<file path="src/rtl/vote_pkg.sv">
// Shared definitions for the vote report read-out: winner codes, frame constants,
// serialiser and report FSM encodings, and the winner decision helper.
package vote_pkg;

    localparam logic [1:0] WIN_NONE = 2'd0;
    localparam logic [1:0] WIN_C1   = 2'd1;
    localparam logic [1:0] WIN_C2   = 2'd2;
    localparam logic [1:0] WIN_TIE  = 2'd3;

    localparam logic [7:0] FRAME_HDR = 8'hA5;
    localparam int         FRAME_LEN = 6;
    localparam logic [2:0] LAST_BYTE = 3'(FRAME_LEN - 1);

    typedef enum logic [1:0] {
        ST_IDLE  = 2'd0,
        ST_START = 2'd1,
        ST_DATA  = 2'd2,
        ST_STOP  = 2'd3
    } tx_state_e;

    typedef enum logic {
        RPT_IDLE = 1'b0,
        RPT_SEND = 1'b1
    } rpt_state_e;

    // The null counter never takes part in the decision.
    function automatic logic [1:0] winner_code(input logic [7:0] c1, input logic [7:0] c2);
        logic [1:0] code;
        if ((c1 == 8'd0) && (c2 == 8'd0)) begin
            code = WIN_NONE;
        end else if (c1 > c2) begin
            code = WIN_C1;
        end else if (c2 > c1) begin
            code = WIN_C2;
        end else begin
            code = WIN_TIE;
        end
        return code;
    endfunction

endpackage

</file>
<file path="src/rtl/uart_tx_byte.sv">
// 8N1 byte serialiser. A start accepted in the last stop-bit cycle chains the
// next byte directly, so consecutive bytes leave no idle gap on the line.
module uart_tx_byte
    import vote_pkg::*;
#(
    parameter int BIT_CYCLES = 104
) (
    input  logic       clk,
    input  logic       rst,
    input  logic       start,
    input  logic [7:0] data,
    output logic       tx,
    output logic       ready
);

    localparam int             CW      = (BIT_CYCLES > 1) ? $clog2(BIT_CYCLES) : 1;
    localparam logic [CW-1:0]  CNT_MAX = CW'(BIT_CYCLES - 1);

    tx_state_e     state_r;
    logic [CW-1:0] cnt_r;
    logic [2:0]    bit_idx_r;
    logic [7:0]    data_r;
    logic          tx_r;
    logic          bit_end_s;

    // Bit-period end and acceptance window for the next byte.
    always_comb begin
        bit_end_s = (cnt_r == CNT_MAX);
        ready     = (state_r == ST_IDLE) || ((state_r == ST_STOP) && bit_end_s);
    end

    assign tx = tx_r;

    // Serialiser state, baud counter and line driver.
    always_ff @(posedge clk) begin
        if (!rst) begin
            state_r   <= ST_IDLE;
            cnt_r     <= '0;
            bit_idx_r <= 3'd0;
            data_r    <= 8'd0;
            tx_r      <= 1'b1;
        end else begin
            case (state_r)
                ST_IDLE: begin
                    cnt_r <= '0;
                    if (start) begin
                        state_r <= ST_START;
                        data_r  <= data;
                        tx_r    <= 1'b0;
                    end else begin
                        tx_r <= 1'b1;
                    end
                end
                ST_START: begin
                    if (bit_end_s) begin
                        state_r   <= ST_DATA;
                        cnt_r     <= '0;
                        bit_idx_r <= 3'd0;
                        tx_r      <= data_r[0];
                    end else begin
                        cnt_r <= cnt_r + CW'(1);
                    end
                end
                ST_DATA: begin
                    if (bit_end_s) begin
                        cnt_r <= '0;
                        if (bit_idx_r == 3'd7) begin
                            state_r <= ST_STOP;
                            tx_r    <= 1'b1;
                        end else begin
                            bit_idx_r <= bit_idx_r + 3'd1;
                            tx_r      <= data_r[bit_idx_r + 3'd1];
                        end
                    end else begin
                        cnt_r <= cnt_r + CW'(1);
                    end
                end
                ST_STOP: begin
                    if (bit_end_s) begin
                        cnt_r <= '0;
                        if (start) begin
                            state_r <= ST_START;
                            data_r  <= data;
                            tx_r    <= 1'b0;
                        end else begin
                            state_r <= ST_IDLE;
                            tx_r    <= 1'b1;
                        end
                    end else begin
                        cnt_r <= cnt_r + CW'(1);
                    end
                end
                default: begin
                    state_r <= ST_IDLE;
                    cnt_r   <= '0;
                    tx_r    <= 1'b1;
                end
            endcase
        end
    end

endmodule

</file>
<file path="src/rtl/vote_report_tx.sv">
// Vote report transmitter: snapshots the three counters on a request, decides the
// winner and sends the 6-byte result frame (header, counts, winner, checksum).
module vote_report_tx
    import vote_pkg::*;
#(
    parameter int CLK_FREQ = 1000000,
    parameter int BAUD     = 9600,
    parameter int CNT_W    = 3
) (
    input  logic             clk,
    input  logic             rst,
    input  logic             report_req,
    input  logic [CNT_W-1:0] ctr1,
    input  logic [CNT_W-1:0] ctr2,
    input  logic [CNT_W-1:0] ctr3,
    output logic             tx,
    output logic             busy,
    output logic             done,
    output logic [1:0]       winner
);

    localparam int BIT_CYCLES = CLK_FREQ / BAUD;

    rpt_state_e rpt_state_r;
    logic       req_q_r;
    logic       arm_r;
    logic [2:0] byte_idx_r;
    logic [7:0] c1_r, c2_r, c3_r;
    logic [7:0] csum_r;
    logic [1:0] winner_r;
    logic       busy_r;
    logic       done_r;

    logic [7:0] c1_s, c2_s, c3_s;
    logic       req_s;
    logic       start_s;
    logic       last_s;
    logic [7:0] data_s;
    logic [7:0] next_byte_s;
    logic       ready_s;

    // Request edge detection and next-byte selection toward the serialiser.
    always_comb begin
        c1_s  = 8'(ctr1);
        c2_s  = 8'(ctr2);
        c3_s  = 8'(ctr3);
        // arm_r keeps a request held across reset from counting as a fresh edge.
        req_s = report_req && !req_q_r && arm_r && (rpt_state_r == RPT_IDLE);
        case (byte_idx_r)
            3'd0:    next_byte_s = c1_r;
            3'd1:    next_byte_s = c2_r;
            3'd2:    next_byte_s = c3_r;
            3'd3:    next_byte_s = {6'd0, winner_r};
            3'd4:    next_byte_s = csum_r;
            default: next_byte_s = FRAME_HDR;
        endcase
        start_s = 1'b0;
        last_s  = 1'b0;
        data_s  = FRAME_HDR;
        case (rpt_state_r)
            RPT_IDLE: begin
                start_s = req_s;
                data_s  = FRAME_HDR;
            end
            RPT_SEND: begin
                if (ready_s) begin
                    if (byte_idx_r == LAST_BYTE) begin
                        last_s = 1'b1;
                    end else begin
                        start_s = 1'b1;
                        data_s  = next_byte_s;
                    end
                end else begin
                    start_s = 1'b0;
                end
            end
            default: begin
                start_s = 1'b0;
            end
        endcase
    end

    // Report sequencing: snapshot, winner, checksum accumulation and status flags.
    always_ff @(posedge clk) begin
        if (!rst) begin
            rpt_state_r <= RPT_IDLE;
            req_q_r     <= 1'b0;
            arm_r       <= 1'b0;
            byte_idx_r  <= 3'd0;
            c1_r        <= 8'd0;
            c2_r        <= 8'd0;
            c3_r        <= 8'd0;
            csum_r      <= 8'd0;
            winner_r    <= WIN_NONE;
            busy_r      <= 1'b0;
            done_r      <= 1'b0;
        end else begin
            req_q_r <= report_req;
            done_r  <= 1'b0;
            if (!report_req) begin
                arm_r <= 1'b1;
            end
            case (rpt_state_r)
                RPT_IDLE: begin
                    if (req_s) begin
                        c1_r        <= c1_s;
                        c2_r        <= c2_s;
                        c3_r        <= c3_s;
                        winner_r    <= winner_code(c1_s, c2_s);
                        csum_r      <= FRAME_HDR;
                        byte_idx_r  <= 3'd0;
                        busy_r      <= 1'b1;
                        rpt_state_r <= RPT_SEND;
                    end
                end
                RPT_SEND: begin
                    if (last_s) begin
                        rpt_state_r <= RPT_IDLE;
                        busy_r      <= 1'b0;
                        done_r      <= 1'b1;
                    end else if (start_s) begin
                        byte_idx_r <= byte_idx_r + 3'd1;
                        // The checksum byte itself is not summed.
                        if (byte_idx_r != 3'd4) begin
                            csum_r <= csum_r + data_s;
                        end
                    end
                end
                default: begin
                    rpt_state_r <= RPT_IDLE;
                    busy_r      <= 1'b0;
                end
            endcase
        end
    end

    uart_tx_byte #(
        .BIT_CYCLES(BIT_CYCLES)
    ) u_uart (
        .clk  (clk),
        .rst  (rst),
        .start(start_s),
        .data (data_s),
        .tx   (tx),
        .ready(ready_s)
    );

    assign busy   = busy_r;
    assign done   = done_r;
    assign winner = winner_r;

endmodule

</file>
<file path="config.mk">
export PLATFORM = sky130hd
export DESIGN_NAME = vote_report_tx
export DESIGN_NICKNAME = d
export VERILOG_FILES = /design/src/rtl/vote_pkg.sv /design/src/rtl/uart_tx_byte.sv /design/src/rtl/vote_report_tx.sv
export SDC_FILE = /design/constraint.sdc
export NUM_CORES = 1
export LEC_CHECK = 0
export ABC_AREA = 1
export BUFFER_PORTS_ARGS = -buffer_cell sky130_fd_sc_hd__buf_2
export CAP_MARGIN = 20
export CORE_MARGIN = 2
export CORE_UTILIZATION = 55
export CTS_BUF_LIST = sky130_fd_sc_hd__clkbuf_4 sky130_fd_sc_hd__clkbuf_8 sky130_fd_sc_hd__clkbuf_16
export DETAILED_ROUTE_END_ITERATION = 8
export PLACE_DENSITY = 0.73
export SETUP_SLACK_MARGIN = 0.15
export SKIP_CTS_REPAIR_TIMING = 1
export SLEW_MARGIN = 5
export SYNTH_ARGS = -nofsm -noshare
export SYNTH_HDL_FRONTEND = slang
export SYNTH_HIERARCHICAL = 1
export SYNTH_SLANG_ARGS = --single-unit
</file>
<file path="constraint.sdc">
create_clock -name clk -period 4 [get_ports clk]
set_input_delay 0.4 -clock clk [delete_from_list [all_inputs] [get_ports clk]]
set_output_delay 0.4 -clock clk [all_outputs]
set_load 0.01 [all_outputs]
</file>
# == Word level (Yosys, flattened, before mapping) ==
# Index checks and enable logic that the tools add are counted.
# W data, S select, Z words.
# classes
n_addsub,4
n_lt_le_gt_ge,3
n_eq_ne,22
muxes,53
bitwise_logic,1
reduce_logical,23
# ops
cell,count
$mux W8,8
$pmux W8 S2,3
$pmux W8 S5,1
$mux W1,18
$mux W3,6
$logic_not A8 Y1,2
$mux W2,7
$ne A2 B1 Y1 const B,7
$pmux W7 S2,1
$pmux W3 S2,2
$eq A3 B3 Y1 const B,3
$add A8 B8 Y8,1
$ne A2 B2 Y1 const B,4
$pmux W2 S4,1
$reduce_and A2 Y1,4
$reduce_and A4 Y1,2
$add A7 B1 Y7 const B,1
$eq A7 B7 Y1 const B,1
$mux W7,1
$add A3 B1 Y3 const B,2
$eq A3 B2 Y1 const B,2
$gt A3 B3 Y1,2
$pmux W1 S2,3
$reduce_and A3 Y1,2
other kinds (16),22
# totals
ff_bits,48
in_bits,12
output_inout_bits,5
word_cells,122

# == Logic depth before layout (Yosys ltp) ==
# depth
ltp_word,10
ltp_mapped,22
depth_no_buf,22

# == Cells and area by module ==
# Netlist, hierarchy kept.
# by_module_without_submodules
mod,n_inst,cells_each,area_per_inst_um2,seq_area_each_um2
vote_report_tx,1,231,1660.3,540.5
uart_tx_byte,1,157,1132.3,420.4

# == Worst setup path after synthesis ==
# No wires, ideal clock.
# synth_timing
path_kind,flip-flop to flip-flop
from,register u_uart.cnt_r[0]
to,register csum_r[4]
setup_ns,0.070
t_arrival_ns,2.674
t_required_ns,3.930
path_slack_ns,1.257
stages_incl_launch_ff,18
path_buffers,0
period_less_slack_ns,2.743
cell_sequence,dfxtp_1 > ha_1 > nand2_2 > inv_2 > nand4_4 > o21ai_0 > nand2_2 > nor2_8 > nand2_2 > nor2_1 > nand3_1 > ha_1 > fa_1 > nand3_1 > nand2_1 > a21oi_1 > o21ai_1 > a21oi_1
# synth_between
elab_chain_cells,10
word_cells_on_any_way,17
cone_classes,add/sub (1); eq/ne (3); mux (10); reduce/logical (3)
# synth_rtl
item,line_no,source
from (decl),uart_tx_byte.sv:20,logic [CW-1:0] cnt_r;
from (signal assigned),uart_tx_byte.sv:61,cnt_r <= cnt_r + CW'(1);
from (signal assigned),uart_tx_byte.sv:75,cnt_r <= cnt_r + CW'(1);
from (signal assigned),uart_tx_byte.sv:90,cnt_r <= cnt_r + CW'(1);
$eq A7 B7 Y1,uart_tx_byte.sv:28,bit_end_s = (cnt_r == CNT_MAX);
$logic_and A1 B1 Y1,uart_tx_byte.sv:29,ready = (state_r == ST_IDLE) || ((state_r == ST_STOP) && bit_end_s);
$logic_or A1 B1 Y1,uart_tx_byte.sv:29,
via ready_s,vote_report_tx.sv:40,logic ready_s;
$mux W8,vote_report_tx.sv:66,if (ready_s) begin
$pmux W8 S2,vote_report_tx.sv:60,case (rpt_state_r)
via data_s[0],vote_report_tx.sv:38,logic [7:0] data_s;
$add A8 B8 Y8,vote_report_tx.sv:125,csum_r <= csum_r + data_s;
$mux W8,vote_report_tx.sv:124,if (byte_idx_r != 3'd4) begin
$mux W8,vote_report_tx.sv:121,end else if (start_s) begin
$mux W8,vote_report_tx.sv:117,if (last_s) begin
$pmux W8 S2,vote_report_tx.sv:103,case (rpt_state_r)
to (signal assigned),vote_report_tx.sv:125,
to (decl),vote_report_tx.sv:29,logic [7:0] csum_r;
# The timed path passes the listed nets, and every way through them passes these cells. The select of a mux whose other input is x is not followed.
# A chain may end at the register's enable or synchronous reset.

# == Final worst setup path ==
# layout_timing
from,register u_uart.cnt_r[0]
to,register csum_r[5]
# The elaborated chain is that of the path after synthesis.

==> results.yml <==
status:
  status: "complete, no violations"
clock_tree:
  h-tree-depth: 2
  clock_path_buffers: 2
  insertion_delay_ns: 0.29
  cts.sinks: 48
  cts_made_buffers: 5
  cts_tree: "built"
  root_buffer: "clkbuf_8"
  clkTransAtPathRegs_ns: 0.09
power:
  peakVddDrop_uv: 296.0
  p_clk_share_pct: 25.6
  p_int_uw: 785.4
  p_leak_uw: 0.001329
  p_sw_uw: 410.0
  p_comb_share_pct: 28.6
  power_density_mw_per_mm2: 397.6
  total_power_uw: 1195
  power_frac_seq_pct: 45.8
  switching_share_pct: 34.30
critical_path:
  path_delay_family: "simple AND/OR/NAND/NOR gates"
  critPathBufInv: 4
  path_cells: "ha_1 -> nand2_2 -> inv_2 -> nand4_4 -> o21ai_0 -> nand2_2 -> nor2_8 -> nand2_2 -> inv_1 -> nand3_1 -> ha_1 -> a21oi_1 -> nand2_1 -> nand3_1 -> inv_1 -> o21bai_1 -> nand3_1 -> nand2_1 -> inv_1"
  crit_path_top_delay_cell: "dfxtp_1"
  cp_data_required_time_ns: 4.20
  cp-start-kind: "register"
  cp_max_fo: 8
  path_class: "register to register"
  crit_path_max_incr_delay_ns: 0.38
  crit_path_end_kind: "register"
  arrival_ns: 3.27
place:
  place_inst: 464
  dp_hpwl_um: 4379
  gp_congestion: 0.8567
  portBuffers: 16
grt:
  grt-busiest-layer: "met2"
  use_met2_pct: 37.33
  grt_pass1_wl_um: 9818
  globalRouteOverflowTotal: 0
  met3_usage_pct: 4.016
  gr-usage-all-layers_pct: 22.31
  antenna_found_initial: 0
  first_global_vias: 2242
  met1_usage_pct: 30.46
  grt_max_degree: 22
detailed_routing:
  vias: 2456
  wl_um: 5752
  viasPerCell: 5.203
  drt-wirelength-per-cell_um: 12.19
  drc: 0
  firstDrtPassIters: 6
  drt_iter0_markers: 88
  postRouteAntennaNets: 0
cells_and_area:
  fin_cells: 472
  antennaDiodeCount: 0
  drive_gt1_share_pct: 12.10
  multiInputGateArea_mm2: 0.001574
  regArea_um2: 960.9
  syn2layout_area_growth_pct: 7.661
  fillers: 462
  fin_nets: 440
  final_common_cell: "nand2_1"
  mostFrequentLayoutCells: "nand2_1, inv_1, dfxtp_1"
worst_hold_path:
  worstHoldPathType: "primary input to register"
yosys:
  synthCells: 388
  synth_area_mm2: 0.002793
  syn-num-nets: 424
  ys_ff_latch: 48
  ys_types: 37
  synth_seq_area_share_pct: 34.41
  yosysWarnings: 6
  synth_area_per_cell_um2: 7.198
floorplan:
  ios: 17
  num_rows: 25
  coreArea_mm2: 0.004817
  dieArea_mm2: 0.005663
  die_x_um: 75.26
  die_y_um: 75.26
  initial_core_util_pct: 57.97
sta:
  tns_ns: 0
  slew_violations: 0
  worst_pin_slew_ns: 0.4392
  hold_viol: 0
  post-route-period-util_pct: 76.73
  final.min_clock_period_ns: 3.069
  relSlewSlack_pct: 70.69
  rsz0062_at_grt: "false"
  finClkSkew_ns: 0.005314
  fmax_mhz: 325.8
  hold_ws_ns: 0.3070
  final-setup-viol-count: 0
job:
  max-cap-violations: 0
-- logic make-up after synthesis --
group                      share of synthesized area [%]
DFF                                                34.41
and+or+nand+nor                                    29.53
adders and majority gates                          11.02
AOI/OAI and AO/OA                                  15.50
buffers and inverters                              9.229
xor gates and xnor gates                          0.3137
-- layer usage --
layer,share of wire [%],vias up
met5,0,-
met4,0.63,0
met3,4.4,8
met2,46,59
met1,49,1082
li1,-,1307
-- registers in the layout, indices dropped and copies added (netlist names), 2 cells and up --
register,count
winner,2
c2_r,3
u_uart/data_r,8
c3_r,3
u_uart/state_r,2
u_uart/cnt_r,7
csum_r,8
c1_r,3
u_uart/bit_idx_r,3
byte_idx_r,3
-- power groups by stage --
stage	combinational [uW]	sequential (uW)	clock (uW)
6_report	342	548	306
5_1_grt	395	553	332
4_1_cts	341	548	312
3_5_place_dp	339	559	0
3_3_place_gp	332	558	0
2_1_floorplan	268	553	0
-- stage by stage --
| step | setup WS, ns | instance area, um2 | utilization (%) |
|---|---|---|---|
| floorplan | 1.257 | 2793 | - |
| global placement | 1.075 | 2909 | 60.39 |
| detailed placement | 0.9694 | 2909 | 60.39 |
| CTS | 0.9501 | 3007 | 62.42 |
| global route | 0.7062 | 3007 | 62.42 |
| finish | 0.9308 | 3007 | 62.42 |
-- worst reg2reg max path: stages (launching register included) --
cell	delay, ns
dfxtp_1	0.38
ha_1	0.19
nand2_2	0.07
inv_2	0.08
nand4_4	0.14
o21ai_0	0.33
nand2_2	0.14
nor2_8	0.20
nand2_2	0.11
inv_1	0.08
nand3_1	0.12
ha_1	0.37
a21oi_1	0.18
nand2_1	0.13
nand3_1	0.12
inv_1	0.05
o21bai_1	0.11
nand3_1	0.08
nand2_1	0.06
inv_1	0.03
-- cells in the mapped netlist --
cell / instances / area (um2)
nand3_2: 1 / 10.01
nor2_2: 1 / 6.260
clkbuf_1: 2 / 7.510
a32o_1: 1 / 10.01
ha_1: 23 / 287.8
o21a_1: 3 / 22.52
o21ai_1: 7 / 35.03
nor3b_1: 1 / 7.510
nand3b_1: 1 / 7.510
nand2_4: 2 / 22.52
nand4_1: 6 / 37.54
inv_1: 50 / 187.7
o211ai_1: 1 / 7.510
o21ai_2: 1 / 8.760
nor2_4: 2 / 22.52
o221a_2: 1 / 11.26
nand2_1: 80 / 300.3
a21oi_1: 42 / 210.2
fa_1: 1 / 20.02
or2_1: 1 / 6.260
nor2_1: 26 / 97.59
inv_2: 6 / 22.52
dfxtp_1: 48 / 960.9
nor3_1: 4 / 20.02
buf_2: 2 / 10.01
o21ai_4: 1 / 16.27
o21bai_1: 1 / 7.510
nor2_8: 1 / 20.02
buf_4: 1 / 7.510
nand2_2: 8 / 50.05
nand3_1: 39 / 195.2
a31oi_1: 2 / 12.51
buf_6: 2 / 22.52
nand4_4: 1 / 21.27
o21ai_0: 17 / 85.08
o22ai_1: 1 / 6.260
xnor2_1: 1 / 8.760
-- worst paths after layout --
kind	from	cells past startpoint	slack [ns]	end
max	u_uart/cnt_r[0]	19	0.93	csum_r[5]
min	report_req	2	0.31	arm_r
max reg2reg	u_uart/cnt_r[0]	19	0.93	csum_r[5]
min reg2reg	u_uart/data_r[7]	2	0.47	u_uart/data_r[7]
-- area by class of cell --
type                    instances  area share (%)
repair buffers                 16           2.663
well taps                      67           2.788
flip-flops and latches         48           31.96
clock inverters                 1          0.2497
clock buffers                   7           2.996
inverters                      56           6.991
multi-input cells             277           52.35
Power figures use the tool's default switching activity.
